==> config.mk <==
export PLATFORM = sky130hd
export DESIGN_NAME = placar_registro_pontos
export DESIGN_NICKNAME = d
export VERILOG_FILES = /design/src/rtl/placar_pkg.sv /design/src/rtl/debounce_botao.sv /design/src/rtl/placar_registro_pontos.sv
export SDC_FILE = /design/constraint.sdc
export NUM_CORES = 1
export LEC_CHECK = 0
export ABC_CLOCK_PERIOD_IN_PS = 2600
export CORE_AREA = 2 2 87 89
export DETAILED_ROUTE_END_ITERATION = 10
export DIE_AREA = 0 0 89 91
export PLACE_DENSITY_LB_ADDON = 0.15
export SLEW_MARGIN = 20
export SYNTH_ARGS = -nofsm -noshare
export SYNTH_HDL_FRONTEND = slang
export SYNTH_HIERARCHICAL = 1
export SYNTH_SLANG_ARGS = --single-unit
==> constraint.sdc <==
create_clock -name clk -period 2.6 [get_ports clk]
set_input_delay 0.26 -clock clk [delete_from_list [all_inputs] [get_ports clk]]
set_output_delay 0.26 -clock clk [all_outputs]
set_load 0.01 [all_outputs]
==> src/rtl/placar_pkg.sv <==
// Shared definitions for the scoreboard score keeper: widths, default limits,
// point values, FSM state encoding and the latched-press record.
package placar_pkg;

  localparam int LARG_PONTOS = 7;

  localparam int MAX_PONTOS_PADRAO      = 99;
  localparam int DEBOUNCE_CICLOS_PADRAO = 4;
  localparam int BUZZER_CICLOS_PADRAO   = 8;

  localparam logic [1:0] PONTO_A = 2'd1;
  localparam logic [1:0] PONTO_B = 2'd2;
  localparam logic [1:0] PONTO_C = 2'd3;

  typedef enum logic [1:0] {
    OCIOSO,
    CAPTURA,
    APLICAR,
    ESPERA_SOLTAR
  } estado_t;

  // Everything sampled at the moment a press is accepted.
  typedef struct packed {
    logic [1:0] valor;
    logic       time2;
    logic       subtrair;
  } jogada_t;

  // Number of buttons currently high, saturating is unnecessary for three inputs.
  function automatic logic [1:0] conta_ativos(input logic [2:0] v);
    conta_ativos = 2'(v[0]) + 2'(v[1]) + 2'(v[2]);
  endfunction

endpackage

==> src/rtl/debounce_botao.sv <==
// One raw push button: two-flop synchronizer, stability counter and a
// single-cycle pulse in the cycle before the debounced level rises.
module debounce_botao #(
  parameter int CICLOS = 4
) (
  input  logic clk,
  input  logic reset,
  input  logic bruto,
  output logic nivel,
  output logic pulso
);

  localparam int LARG_CNT = ($clog2(CICLOS) > 0) ? $clog2(CICLOS) : 1;

  logic                sinc1;
  logic                sinc2;
  logic [LARG_CNT-1:0] cnt;
  logic                estavel;

  // The synced sample has disagreed with the level for CICLOS cycles running.
  assign estavel = (cnt == LARG_CNT'(CICLOS - 1));
  // Announces the rising edge one cycle early so the FSM latches it in the
  // same clock that the debounced level goes high.
  assign pulso   = sinc2 & ~nivel & estavel;

  // Synchronize, then flip the level only after a run of equal samples.
  always_ff @(posedge clk) begin
    // NOTE: non-blocking assignments let every flop sample the pre-edge values,
    // which is what makes sinc1 -> sinc2 a real two-stage pipeline.
    if (reset) begin
      sinc1 <= 1'b0;
      sinc2 <= 1'b0;
      cnt   <= '0;
      nivel <= 1'b0;
    end else begin
      sinc1 <= bruto;
      sinc2 <= sinc1;
      if (sinc2 == nivel) begin
        cnt <= '0;
      end else if (estavel) begin
        nivel <= sinc2;
        cnt   <= '0;
      end else begin
        cnt <= cnt + 1'b1;
      end
    end
  end

endmodule

==> src/rtl/placar_registro_pontos.sv <==
// Score keeper for the basketball scoreboard: debounces the point buttons,
// applies exactly one add/subtract per press to the selected team and flags
// rejected operations on led_invalido and a fixed-length buzzer pulse.
// Optional feature: define PLACAR_ZERAR_EN to add the debounced `zerar`
// input, which clears both scores from OCIOSO with priority over A/B/C.
module placar_registro_pontos
  import placar_pkg::*;
#(
  parameter int MAX_PONTOS      = MAX_PONTOS_PADRAO,
  parameter int DEBOUNCE_CICLOS = DEBOUNCE_CICLOS_PADRAO,
  parameter int BUZZER_CICLOS   = BUZZER_CICLOS_PADRAO
) (
  input  logic                   clk,
  input  logic                   reset,
  input  logic                   A,
  input  logic                   B,
  input  logic                   C,
  input  logic                   ChaveNegativaPositiva,
  input  logic                   MudarTime,
`ifdef PLACAR_ZERAR_EN
  input  logic                   zerar,
`endif
  output logic [LARG_PONTOS-1:0] pontos_time1,
  output logic [LARG_PONTOS-1:0] pontos_time2,
  output logic                   led_invalido,
  output logic                   buzzer
);

  localparam int LARG_BUZ = $clog2(BUZZER_CICLOS + 1);

  logic [2:0] nivel_bt;
  logic [2:0] pulso_bt;
  logic [2:0] ativos;
  logic       nivel_zerar;
  logic       pulso_zerar;

  debounce_botao #(.CICLOS(DEBOUNCE_CICLOS)) u_deb_a (
    .clk(clk), .reset(reset), .bruto(A), .nivel(nivel_bt[0]), .pulso(pulso_bt[0])
  );
  debounce_botao #(.CICLOS(DEBOUNCE_CICLOS)) u_deb_b (
    .clk(clk), .reset(reset), .bruto(B), .nivel(nivel_bt[1]), .pulso(pulso_bt[1])
  );
  debounce_botao #(.CICLOS(DEBOUNCE_CICLOS)) u_deb_c (
    .clk(clk), .reset(reset), .bruto(C), .nivel(nivel_bt[2]), .pulso(pulso_bt[2])
  );

`ifdef PLACAR_ZERAR_EN
  debounce_botao #(.CICLOS(DEBOUNCE_CICLOS)) u_deb_zerar (
    .clk(clk), .reset(reset), .bruto(zerar), .nivel(nivel_zerar), .pulso(pulso_zerar)
  );
`else
  assign nivel_zerar = 1'b0;
  assign pulso_zerar = 1'b0;
`endif

  // A button counts as held from the cycle its rising edge is announced.
  assign ativos = nivel_bt | pulso_bt;

  estado_t                estado;
  estado_t                prox_estado;
  jogada_t                jogada;
  logic [LARG_PONTOS-1:0] lido;
  logic [LARG_BUZ-1:0]    buz_cnt;

  logic                   carregar;
  logic                   ler;
  logic                   gravar;
  logic                   rejeitar;
  logic                   zerar_tudo;
  logic [1:0]             valor_press;

  // Arithmetic is checked one bit wider than the score so nothing wraps.
  logic [LARG_PONTOS:0]   lido_ext;
  logic [LARG_PONTOS:0]   valor_ext;
  logic [LARG_PONTOS:0]   soma;
  logic                   op_valida;
  logic [LARG_PONTOS-1:0] resultado;

  assign lido_ext  = {1'b0, lido};
  assign valor_ext = {{(LARG_PONTOS - 1){1'b0}}, jogada.valor};
  assign soma      = lido_ext + valor_ext;
  assign op_valida = jogada.subtrair ? (valor_ext <= lido_ext)
                                     : (soma <= (LARG_PONTOS + 1)'(MAX_PONTOS));
  assign resultado = jogada.subtrair ? (lido - LARG_PONTOS'(jogada.valor))
                                     : (lido + LARG_PONTOS'(jogada.valor));

  assign buzzer    = (buz_cnt != '0);

  // Point value of the single button being pressed.
  always_comb begin
    unique case (pulso_bt)
      3'b010:  valor_press = PONTO_B;
      3'b100:  valor_press = PONTO_C;
      default: valor_press = PONTO_A;
    endcase
  end

  // Next state and one-cycle control strobes for the datapath.
  always_comb begin
    // NOTE: every signal gets a default before the case so no path leaves it
    // unassigned, which would otherwise infer a latch.
    prox_estado = estado;
    carregar    = 1'b0;
    ler         = 1'b0;
    gravar      = 1'b0;
    rejeitar    = 1'b0;
    zerar_tudo  = 1'b0;
    unique case (estado)
      OCIOSO: begin
        if (pulso_zerar) begin
          zerar_tudo  = 1'b1;
          prox_estado = ESPERA_SOLTAR;
        end else if (pulso_bt != '0) begin
          if (conta_ativos(ativos) == 2'd1) begin
            carregar    = 1'b1;
            prox_estado = CAPTURA;
          end else begin
            rejeitar    = 1'b1;
            prox_estado = ESPERA_SOLTAR;
          end
        end
      end
      CAPTURA: begin
        ler         = 1'b1;
        prox_estado = APLICAR;
      end
      APLICAR: begin
        if (op_valida) gravar   = 1'b1;
        else           rejeitar = 1'b1;
        prox_estado = ESPERA_SOLTAR;
      end
      ESPERA_SOLTAR: begin
        if (ativos == '0 && !nivel_zerar && !pulso_zerar) prox_estado = OCIOSO;
      end
    endcase
  end

  // FSM state register.
  always_ff @(posedge clk) begin
    if (reset) estado <= OCIOSO;
    else       estado <= prox_estado;
  end

  // Latch the press parameters, then snapshot the selected team's score.
  always_ff @(posedge clk) begin
    if (reset) begin
      jogada <= '0;
      lido   <= '0;
    end else begin
      if (carregar) jogada <= '{valor: valor_press, time2: MudarTime,
                                subtrair: ChaveNegativaPositiva};
      if (ler)      lido   <= jogada.time2 ? pontos_time2 : pontos_time1;
    end
  end

  // Score registers; only the latched team is ever written.
  always_ff @(posedge clk) begin
    if (reset || zerar_tudo) begin
      pontos_time1 <= '0;
      pontos_time2 <= '0;
    end else if (gravar) begin
      if (jogada.time2) pontos_time2 <= resultado;
      else              pontos_time1 <= resultado;
    end
  end

  // Invalid-operation LED: set on rejection, cleared by an accepted update.
  always_ff @(posedge clk) begin
    if (reset || zerar_tudo) led_invalido <= 1'b0;
    else if (rejeitar)       led_invalido <= 1'b1;
    else if (gravar)         led_invalido <= 1'b0;
  end

  // Buzzer countdown; a new rejection restarts the full pulse.
  always_ff @(posedge clk) begin
    if (reset || zerar_tudo)  buz_cnt <= '0;
    else if (rejeitar)        buz_cnt <= LARG_BUZ'(BUZZER_CICLOS);
    else if (buz_cnt != '0)   buz_cnt <= buz_cnt - 1'b1;
  end

endmodule
==> flow_summary.toml, run 1 <==
[cts]
clk_pin_slew_ns = 0.09
post_cts_buffers = 0
cts_tree = "built"
insertion_delay_ns = 0.31
htree_levels = 2
cts_inserted_buffers = 5
clockRootBuffer = "clkbuf_8"
cts_sinks = 47
clk_path_buf_depth = 2

[setup_path]
crit_path_top_delay_cell = "a2111o_1"
crit_arrival_ns = 2.64
crit_required_ns = 2.80
crit_type = "flip-flop to flip-flop"
cp_max_fo = 4
path_cells = "ha_1 -> inv_1 -> fa_2 -> buf_4 -> nor2_1 -> a22o_1 -> a2111o_1 -> and4b_1 -> buf_4 -> mux2_4"
critPathLaunchType = "flip-flop"
slowest_delay_ns = 0.46
cpMostUsedCell = "buf_4"
cp-end-kind = "flip-flop"

[layout]
fin_nets = 320
final_common_cell = "dfxtp_1"
design_area_um2 = 3110
n_antenna_cell = 0
syn2layout_area_growth_pct = 19.8
mostFrequentLayoutCells = "dfxtp_1 (44), nor2_1 (24), clkdlybuf4s50_1 (21)"
drive_gt1_share_pct = 21.4

[route]
vias = 1877
antenna_left = 0
via_per_inst = 4.76
drtIter0Drc = 46
routedWlPerCell_um = 12.6
drcViolationCount = 0
routed_wl_um = 4970
dr.pass1.iters = 4

[sta]
slew_headroom_pct = 47.4
drv_slew = 0
tightest_slew_ns = 0.789
setup_viol = 0
period_needed_ns = 2.44
fin_setup_tns_ns = 0
hold_viol_final = 0
clock.fmax_ghz = 0.409
finClkSkew_ns = 0.00683
finalCritPeriodShare_pct = 94.0
rsz0062_at_grt = "false"

[global_routing]
grt_pass1_wl_um = 8370
track_usage_pct = 13.2
grt_overflow_total = 0
grt_max_degree = 47
antenna_found_initial = 0
grt_pass1_vias = 1762

[synth]
ys_seq_elements = 47
seq_area_frac_synth_pct = 36.2
synth_area_um2 = 2600
synth_edf_count = 0
ys_warn_count = 6
syn_nets = 285
synthArstFlopShare_pct = 0
ys_types = 52
syn_inst = 259
synthFlopType = "dfxtp_1"
avgSynthCellArea_um2 = 10.0

[job]
cap_violations = 0

[floorplan]
dieArea_um2 = 8100
start_util_pct = 36.4
die_x_um = 89
num_rows = 31
die_y_um = 91
io_pins = 23
coreArea_um2 = 7140

[pwr]
powerDensity_nw_per_um2 = 710
p_leak_nw = 1.22
ir_worst_vdd_uv = 243

[hold_path]
hold_path.class = "flip-flop to flip-flop"

[status]
status = "finished clean"

[place]
place_area_um2 = 2960
hpwl_um = 3660
gp_congestion = 0.761
io_buffers = 22
## where the power goes
part | switching [mW] | total (mW) | leakage (nW) | internal [mW]
clock | 0.258 | 0.643 | 0.0654 | 0.384
combinational | 0.309 | 0.635 | 0.770 | 0.326
sequential | 0.115 | 0.932 | 0.384 | 0.817
## metal layers
layer	track usage (%)	wire, um	vias up	share of wire (%)
met3	2.73	129	7	2.6
met1	17.3	2410	876	49
met5	0	0	-	0
li1	-	-	978	-
met2	21.3	2360	16	47
met4	4.10	70	0	1.4
## stage by stage
| step | hold slack, ns | power [mW] | utilization [%] | worst slack [ns] | instances |
|---|---|---|---|---|---|
| after floorplan | 0.332 | 1.43 | - | 0.162 | 259 |
| after CTS | 0.439 | 2.24 | 43.4 | 0.0185 | 394 |
| after detailed placement | 0.420 | 1.59 | 41.5 | 0.0389 | 386 |
| after global routing | 0.454 | 2.36 | 43.6 | 0.00861 | 394 |
| final | 0.434 | 2.21 | 43.6 | 0.157 | 394 |
| after global placement | 0.414 | 1.59 | 41.5 | 0.0589 | 386 |
## state kept, by name (all words and copies together), names as in the netlist, 4 cells and up
| signal | count |
|---|---|
| buz_cnt | 4 |
| lido | 7 |
| jogada | 4 |
| pontos_time2 | 7 |
| pontos_time1 | 7 |
## path summary, 6_finish.rpt
check / from / to / slack [ns] / cells past startpoint
worst max-delay path: jogada[2] / pontos_time1[0] / 0.16 / 10
worst max register to register: jogada[2] / pontos_time1[0] / 0.16 / 10
worst min register to register: u_deb_a/cnt[0] / u_deb_a/cnt[0] / 0.43 / 1
worst min-delay path: u_deb_a/cnt[0] / u_deb_a/cnt[0] / 0.43 / 1
## area by class of cell
class                      count  area (um2)
fill                         725        4020
multi-input combinational    186        1510
sequential                    47         945
timing repair buffer          39         343
tap                           99         124
clock buffer                   6        72.6
clock inverter                 2        60.1
inverter                      15        56.3
## worst max-delay path, delay by kind of cell (launching register included)
| kind | cells | cell delay, ns |
|---|---|---|
| fa+ha+maj | 2 | 0.44 |
| mux | 1 | 0.29 |
| flops | 1 | 0.32 |
| simple gates | 2 | 0.26 |
| buf+inv | 3 | 0.37 |
| compound gates | 2 | 0.65 |
## cell families (layout without fill, tap and decap cells)
kind of cell / after synthesis / in the layout / share of synthesized area (%)
flip-flops: 47 / 47 / 36.2
buffers and inverters: 26 / 62 / 6.16
AO/OA/AOI/OAI: 40 / 40 / 11.2
AND/OR/NAND/NOR: 93 / 93 / 22.5
multiplexers: 23 / 23 / 10.3
adder cells (fa/ha/maj): 19 / 19 / 10.0
XOR/XNOR: 11 / 11 / 3.71
## timing repair
item	CTS	global route
setup endpoints to repair	0	14
hold endpoints to repair	0	0
resized for setup	0	7
hold buffers	0	0
## Yosys cell counts, types with 2 or more instances
cell       count  area, um2
and2b_1        7       52.6
buf_6          5       56.3
and2_1         3       18.8
o21ai_0        7       35.0
nor3_1         3       15.0
fa_1           3       60.1
buf_4          2       15.0
inv_1         15       56.3
mux2_4         6       90.1
mux2i_1       11        110
or2_2          4       25.0
a211oi_1      10       75.1
nor4_1         5       31.3
nor2_1        24       90.1
xor2_1         5       43.8
o31ai_2        3       37.5
nor4b_2        3       45.0
nand2_1        9       33.8
clkbuf_1       2       7.51
a31oi_1        2       12.5
or3_1          2       12.5
a21oi_1        7       35.0
o21a_1         2       15.0
dfxtp_1       47        941
xnor2_1        6       52.6
mux2_2         6       67.6
nand2b_1       2       12.5
a21boi_0       2       15.0
nor2b_1       11       68.8
ha_1          16        200
and2b_2        6       52.6
nand4bb_1      3       33.8
Note: power is estimated with default switching activity, not from simulation.
==> inputs of run 2 (changes only) <==
HOLD_SLACK_MARGIN = 0.06   (was unset)
==> results of run 2 <==
No change in the layout: final DEF, timing and power equal those of run 1.
==> inputs of run 3 (changes only) <==
ABC_CLOCK_PERIOD_IN_PS = 2850   (was 2600)
CAP_MARGIN = 20   (was unset)
CTS_BUF_LIST = sky130_fd_sc_hd__clkbuf_4   (was unset)
clock period = 2.85 ns   (was 2.6 ns; I/O delays follow)
==> run 3 against run 2 <==
- non-clock buffer count decreased by 13
- global-route usage increased by 0.069 points
- critical path depth decreased by 2
- fmax decreased by 8.6%
- setup slack improved by 0.020 ns
- highest routed layer unchanged
- cell count decreased by 3.3%
- total power decreased by 23%
- final area decreased by 6.3%
- sequential cell count unchanged
- routed wire length decreased by 0.24%
- core utilization decreased by 2.8 points
- via count decreased by 0.85%
- largest power group unchanged
==> flow_summary.toml, run 3 (synthesized netlist as in run 1, its figures left out) <==
[layout]
largestRegisters = "lido: 7 flops, pontos_time1: 7 flops, pontos_time2: 7 flops"
final_common_cell = "dfxtp_1"
drive_gt1_share_pct = 15.2
regArea_um2 = 941
fin_nets = 307
design_area_um2 = 2920
n_antenna_cell = 0
layout.cells.non_filler = 381
final_core_util_pct = 40.9
mostFrequentLayoutCells = "dfxtp_1 (47), nor2_1 (24), clkdlybuf4s50_1 (21)"
fill_cells = 749
syn2layout_area_growth_pct = 12.2
multiInputGateArea_um2 = 1500

[setup_path]
cp_max_fo = 7
r2r_end = "pontos_time1[0]"
crit_arrival_ns = 2.93
critPathLaunchType = "flip-flop"
reg2reg_depth = 8
crit_required_ns = 3.10
cp-end-kind = "flip-flop"
r2r-start = "jogada[2]"
r2r_slack_ns = 0.18
crit_type = "flip-flop to flip-flop"

[hold_path]
hold_path.class = "flip-flop to flip-flop"
hold_end = "u_deb_a/cnt[0]"
holdCritStartpoint = "u_deb_a/cnt[0]"
min_path_cells = 1

[global_routing]
antenna_found_initial = 0
grt_overflow_total = 0
track_usage_pct = 13.2
grt_pass1_wl_um = 8460
grt_max_degree = 48
grt_pass1_vias = 1821

[cts]
clockRootBuffer = "clkbuf_4"
post_cts_buffers = 0
cts_tree = "built"
htree_levels = 2
post_cts_resized = 0
clk_path_buf_depth = 2
clk_pin_slew_ns = 0.13
cts_inserted_buffers = 5
cts_sinks = 47
hold_buffers = 0
insertion_delay_ns = 0.35

[sta]
setup_viol = 0
fin_setup_tns_ns = 0
period_needed_ns = 2.67
finalCritPeriodShare_pct = 93.8
tightest_slew_ns = 0.833
clock.fmax_ghz = 0.374
drv_slew = 0
rsz0062_at_grt = "false"
slew_headroom_pct = 44.5
hold_viol_final = 0
finClkSkew_ns = 0.00871

[route]
routedWlPerCell_um = 13.0
dr.pass1.iters = 4
routed_wl_um = 4960
drtIter0Drc = 121
antenna_left = 0
vias = 1861
via_per_inst = 4.88
drcViolationCount = 0

[floorplan]
die_y_um = 91
num_rows = 31
io_pins = 23
die_x_um = 89
start_util_pct = 36.4
dieArea_um2 = 8100
coreArea_um2 = 7140

[pwr]
p_leak_nw = 1.10
powerDensity_nw_per_um2 = 587
ir_worst_vdd_uv = 206

[place]
dp.cells = 373
place_area_um2 = 2870
io_buffers = 22
hpwl_um = 3530
gp_congestion = 0.751

[status]
status = "finished clean"

[job]
cap_violations = 0
run 3: cell types whose count changed in the layout (fill, tap and decap cells not counted), moves of 3 or more:
cell / change
dfxtp_2: -3
dfxtp_1: +3
buf_4: -13
clkbuf_8: -5
clkbuf_4: +6
run 3: cell type report:
class                           instances  share of cell area, %
Inverter                               15                   1.93
Tap cell                               99                   4.25
Sequential cell                        47                   32.2
Timing Repair Buffer                   26                   8.40
Clock inverter                          2                  0.257
Multi-Input combinational cell        186                   51.4
Clock buffer                            6                   1.54
run 3: worst max-delay path: stages, from the launching register on:
cell	delay [ns]
dfxtp_1	0.38
ha_1	0.18
inv_1	0.05
fa_1	0.45
nor3_2	0.22
xnor2_1	0.10
a2111o_1	0.45
and4b_1	0.39
mux2_4	0.36
run 3: report_power, final:
| part | switching [mW] | internal, mW | total (mW) |
|---|---|---|---|
| sequential | 0.108 | 0.746 | 0.854 |
| clock | 0.206 | 0.101 | 0.307 |
| combinational | 0.272 | 0.280 | 0.552 |
| total | 0.585 | 1.13 | 1.71 |
run 3: layer usage:
layer	GRT usage, %	wire [um]	vias to the layer above	share of wire, %
li1	-	-	947	-
met1	17.6	2480	885	50
met2	21.3	2290	23	46
met3	3.00	120	6	2.4
met4	3.73	68	0	1.4
met5	0	0	-	0
run 3: stage by stage:
stage	hold WS, ns	total power, mW	setup slack [ns]
finish	0.442	1.71	0.176
global route	0.455	1.86	0.0134
CTS	0.444	1.75	0.148
detailed placement	0.422	1.43	0.176
global placement	0.414	1.43	0.197
floorplan	0.357	1.31	0.412
run 3: worst max-delay path by stage:
| stage | start | end | slack [ns] |
|---|---|---|---|
| global placement | jogada[2] | pontos_time1[6] | 0.20 |
| global route | jogada[2] | pontos_time1[6] | 0.01 |
| detailed placement | jogada[2] | pontos_time1[6] | 0.18 |
| finish | jogada[2] | pontos_time1[0] | 0.18 |
| CTS | jogada[2] | pontos_time1[0] | 0.15 |
| floorplan | u_deb_a/cnt[0] | buz_cnt[2] | 0.41 |
